$ cat config.mk
export PLATFORM = sky130hd
export DESIGN_NAME = flag_reg_unit
export DESIGN_NICKNAME = d
export VERILOG_FILES = /design/src/rtl/flag_reg_unit.sv
export SDC_FILE = /design/constraint.sdc
export NUM_CORES = 1
export LEC_CHECK = 0
export ABC_AREA = 0
export BUFFER_PORTS_ARGS = -buffer_cell sky130_fd_sc_hd__buf_2
export CORE_ASPECT_RATIO = 0.75
export CORE_MARGIN = 5
export CORE_UTILIZATION = 50
export CTS_BUF_LIST = sky130_fd_sc_hd__clkbuf_2
export CTS_CLUSTER_SIZE = 30
export DETAILED_ROUTE_END_ITERATION = 7
export PLACE_DENSITY = 0.81
export SLEW_MARGIN = 5
export SYNTH_ARGS = -nofsm -noshare
export SYNTH_HDL_FRONTEND = slang
export SYNTH_SLANG_ARGS = --single-unit
$ cat constraint.sdc
create_clock -name clk -period 6.8 [get_ports clk]
set_clock_uncertainty 0.2 [all_clocks]
set_input_delay 0.68 -clock clk [delete_from_list [all_inputs] [get_ports clk]]
set_output_delay 0.68 -clock clk [all_outputs]
set_load 0.005 [all_outputs]
$ cat src/rtl/flag_reg_unit.sv
// Architectural Z/N/C/V flag register with masked ALU update, explicit write,
// a small save/restore LIFO with sticky over/underflow errors, and branch-condition evaluation.
module flag_reg_unit #(
  parameter int DEPTH = 4,
  parameter int CW    = 3
) (
  input  logic          clk,
  input  logic          rst_n,
  input  logic          alu_valid,
  input  logic          alu_z,
  input  logic          alu_n,
  input  logic          alu_c,
  input  logic          alu_v,
  input  logic [3:0]    upd_mask,
  input  logic          wr_en,
  input  logic [3:0]    wr_data,
  input  logic          push,
  input  logic          pop,
  input  logic          err_clr,
  input  logic [3:0]    cond,
  output logic          cond_true,
  output logic [3:0]    flags,
  output logic [CW-1:0] stk_count,
  output logic          stk_full,
  output logic          stk_empty,
  output logic          ovf_err,
  output logic          unf_err
);

  localparam int AW = (DEPTH > 1) ? $clog2(DEPTH) : 1;
  localparam logic [CW-1:0] CNT_MAX = CW'(DEPTH);

  logic [3:0]    flags_q, flags_d;
  logic [CW-1:0] cnt_q, cnt_d;
  logic          ovf_q, ovf_d;
  logic          unf_q, unf_d;
  logic [3:0]    stk_q [DEPTH];

  logic          full, empty, push_only, pop_only, push_ok, pop_ok;
  logic [AW-1:0] wr_idx, rd_idx;
  logic [3:0]    alu_flags;

  // Branch conditions over {N,Z,C,V}
  function automatic logic eval_cond(input logic [3:0] f, input logic [3:0] c);
    logic n, z, cy, v;
    logic r;
    n  = f[3];
    z  = f[2];
    cy = f[1];
    v  = f[0];
    case (c)
      4'd0:    r = z;
      4'd1:    r = ~z;
      4'd2:    r = cy;
      4'd3:    r = ~cy;
      4'd4:    r = n;
      4'd5:    r = ~n;
      4'd6:    r = v;
      4'd7:    r = ~v;
      4'd8:    r = cy & ~z;
      4'd9:    r = ~cy | z;
      4'd10:   r = ~(n ^ v);
      4'd11:   r = n ^ v;
      4'd12:   r = ~z & ~(n ^ v);
      4'd13:   r = z | (n ^ v);
      4'd14:   r = 1'b1;
      default: r = 1'b0;
    endcase
    return r;
  endfunction

  always_comb begin
    full      = (cnt_q == CNT_MAX);
    empty     = (cnt_q == '0);
    push_only = push & ~pop;
    pop_only  = pop & ~push;
    push_ok   = push_only & ~full;
    pop_ok    = pop_only & ~empty;
    wr_idx    = cnt_q[AW-1:0];
    // Wraps correctly when the stack is full (wr_idx == 0)
    rd_idx    = wr_idx - AW'(1);
    alu_flags = {alu_n, alu_z, alu_c, alu_v};

    flags_d = flags_q;
    if (pop_ok) begin
      flags_d = stk_q[rd_idx];
    end else if (wr_en) begin
      flags_d = wr_data;
    end else if (alu_valid) begin
      flags_d = (upd_mask & alu_flags) | (~upd_mask & flags_q);
    end

    cnt_d = cnt_q;
    if (push_ok) begin
      cnt_d = cnt_q + CW'(1);
    end else if (pop_ok) begin
      cnt_d = cnt_q - CW'(1);
    end

    // A new error in the same cycle as err_clr keeps the bit set
    ovf_d = (ovf_q & ~err_clr) | (push_only & full);
    unf_d = (unf_q & ~err_clr) | (pop_only & empty);
  end

  always_ff @(posedge clk or negedge rst_n) begin
    if (!rst_n) begin
      flags_q <= '0;
      cnt_q   <= '0;
      ovf_q   <= 1'b0;
      unf_q   <= 1'b0;
    end else begin
      flags_q <= flags_d;
      cnt_q   <= cnt_d;
      ovf_q   <= ovf_d;
      unf_q   <= unf_d;
    end
  end

  // Stack storage carries no reset; its contents are only read below cnt_q
  always_ff @(posedge clk) begin
    if (push_ok) begin
      stk_q[wr_idx] <= flags_q;
    end
  end

  assign flags     = flags_q;
  assign stk_count = cnt_q;
  assign stk_full  = full;
  assign stk_empty = empty;
  assign ovf_err   = ovf_q;
  assign unf_err   = unf_q;
  assign cond_true = eval_cond(flags_q, cond);

endmodule

==> flow_metrics.py <==
metrics = {
    "run_status": {
        "status": "completed",
    },
    "power_and_ir_drop": {
        "power.leakage_nw": 0.6768,
        "vdd_drop_max_mv": 0.1982,
        "power.density_nw_per_um2": 335.5,
        "power_w": 0.0005230,
    },
    "placed_design": {
        "dpl.cell_count": 172,
        "dpl_cell_area_um2": 1529,
        "hpwl_mm": 2.123,
        "gp_congestion": 0.7302,
        "io_buffer_count": 34,
    },
    "drt": {
        "wirelength_mm": 2.744,
        "drt-initial-drc-count": 39,
        "viasPerCell": 5.254,
        "first_pass_iters": 4,
        "wire_per_inst_um": 15.50,
        "drc": 0,
        "vias": 930,
        "ant_nets": 0,
    },
    "sta": {
        "setup-tns-final_ns": 0,
        "setup_violations": 0,
        "relSlewSlack_pct": 64.43,
        "fin_crit_ns": 2.830,
        "fin_crit_sh_pct": 41.62,
        "rsz0062_at_grt": "no",
        "final_hold_viol_count": 0,
        "tightest_slew_ns": 0.5335,
        "max_freq_mhz": 353.3,
        "maxSlewViolCount": 0,
    },
    "clocking": {
        "cts_buffer_depth": 2,
        "cts_resized": 0,
        "cts_made_buffers": 3,
        "cts_max_level": 1,
        "ctsRootBufferMaster": "clkbuf_2",
        "cts_tree": "built",
        "clk_pin_slew_ns": 0.22,
        "cts_sinks": 25,
        "insertion_delay_ns": 0.34,
    },
    "worst_setup_path": {
        "arrival_ns": 2.88,
        "startpoint_type": "register",
        "critPathCaptureType": "register",
        "path_class": "reg2reg",
        "rr_worst_depth": 8,
        "path_max_fanout": 9,
        "slowest_stage": "dfrtp_1",
        "cpPeakStageDelay_ns": 0.65,
        "crit_chain": "inv_1 > ha_1 > a21oi_1 > inv_1 > fa_1 > nor3_1 > a21oi_1 > xnor2_1",
        "cp.required_ns": 6.85,
    },
    "synthesis": {
        "syn_avg_cell_area_um2": 12.67,
        "ys_warn_count": 0,
        "synth_seq_cells": 25,
        "syn_nets": 133,
        "yosysUniqueCellTypes": 33,
        "synthCells": 105,
        "synth.cell_area_um2": 1330,
        "ys_seq_area_share_pct": 53.06,
    },
    "final_layout": {
        "syn2layout_area_growth_pct": 17.22,
        "fillers": 191,
        "antenna_cells": 0,
        "instances_no_fill": 177,
        "layout-drive-gt1-share_pct": 35.46,
        "design_area_um2": 1559,
        "final_net_count": 170,
    },
    "global_route": {
        "gr-usage-all-layers_pct": 15.53,
        "grt_antenna_before_repair": 0,
        "grt_pass1_wl_mm": 4.478,
        "grt_max_degree": 14,
        "grt_pass1_vias": 976,
        "grt.overflow.total": 0,
    },
    "floorplanning": {
        "core_area_um2": 2582,
        "num_rows": 16,
        "die_x_um": 69.56,
        "die-height_um": 54.67,
        "start_util_pct": 51.50,
        "boundaryPins": 35,
        "dieArea_um2": 3802,
    },
    "job": {
        "maxCapViolations": 0,
    },
    "min_path": {
        "holdPathStages": 2,
        "hold_path_class": "in2reg",
    },
}
## cell families after synthesis
kind of cell,Yosys count,synth area share (%)
and+or+nand+nor,27,11.38
AOI/OAI and AO/OA,17,7.620
muxes,12,13.17
xor gates and xnor gates,7,5.738
adders and majority gates,5,5.268
DFF,25,53.06
buffers and inverters,12,3.762
## through the flow
step | util, % | setup WS, ns | hold WS (ns)
after detailed placement | 59.21 | 3.976 | 0.3365
final | 60.37 | 3.970 | 0.3017
after CTS | 60.37 | 3.947 | 0.2984
after global routing | 60.37 | 3.679 | 0.2806
after floorplan | - | 4.361 | 0.1844
after global placement | 59.21 | 4.167 | 0.3182
## path summary, 6_finish.rpt
path | startpoint | to | slack, ns
max in group asynchronous | rst_n | async pin | 5.72
worst min-delay path | err_clr | ovf_err | 0.30
worst min register to register | ovf_err | ovf_err | 0.36
min in group asynchronous | rst_n | stk_count[2] | 0.51
worst max-delay path | stk_count[0] | stk_count[2] | 3.97
worst max register to register | stk_count[0] | stk_count[2] | 3.97
## worst max-delay path, delay by kind of cell (launching register included)
family	cells	cell delay, ns
fa+ha+maj	2	0.70
buf+inv	2	0.28
compound gates	2	0.55
xor+xnor	1	0.15
simple gates	1	0.21
flops	1	0.65
## power by group
group	switching (W)	leakage, nW	total (W)	internal, W
Sequential	0.0000500	0.256	0.000253	0.000203
Combinational	0.0000959	0.404	0.000212	0.000116
Clock	0.0000426	0.0166	0.0000581	0.0000155
## cell type report
type                            instances  area [µm²]  share of cell area, %
Tap cell                               36       45.04                  2.889
Clock buffer                            4       20.02                  1.284
Timing Repair Buffer                   35       180.2                  11.56
Sequential cell                        25       705.7                  45.26
Inverter                                9       33.78                  2.167
Multi-Input combinational cell         68       574.3                  36.84
## cell usage in the layout (no fill, tap or decap), drive strengths merged, types with 4 or more instances in the layout
cell,instances
buf,34
edfxtp,16
nand2,10
inv,9
dfrtp,9
o21ai,7
xnor2,4
mux2,4
mux2i,4
mux4,4
ha,4
clkbuf,4
## cells in the mapped netlist
library cell	n	share of area [%]
ha_1	4	3.8
nor4b_1	1	0.66
o22ai_1	2	0.94
nor3b_1	2	1.1
nor3_1	3	1.1
edfxtp_1	16	36
o311ai_1	1	0.66
a21oi_1	3	1.1
or4b_1	1	0.75
nor2_2	1	0.47
o21ai_0	7	2.6
xor3_1	1	1.8
xor2_1	2	1.3
buf_1	1	0.28
buf_4	1	0.56
inv_1	9	2.5
xnor2_1	4	2.6
mux2_2	4	3.4
nor2_1	2	0.56
a21o_2	1	0.66
mux2i_1	4	3.0
and2_1	3	1.4
a31oi_1	1	0.47
nand2b_4	1	1.0
clkbuf_2	1	0.38
nand2b_1	2	0.94
dfrtp_1	9	17
or2_2	1	0.47
mux4_2	4	6.8
o211ai_1	1	0.56
fa_1	1	1.5
nand2_1	10	2.8
a211oi_1	1	0.56
## routing by layer
layer / wire, µm / global-route usage, % / share of wire (%)
met1: 1245 / 20.02 / 45
met2: 1258 / 26.42 / 46
met3: 212 / 4.037 / 7.7
met4: 28 / 4.545 / 1.0
met5: 0 / 0 / 0
## repair_timing
| action | 4_1_cts | 5_1_grt |
|---|---|---|
| hold buffers | 1 | 0 |
| endpoints found under the hold margin | 9 | 0 |
| setup buffers | 0 | 0 |
| setup endpoints to repair | 0 | 0 |
Power figures use the tool's default switching activity.
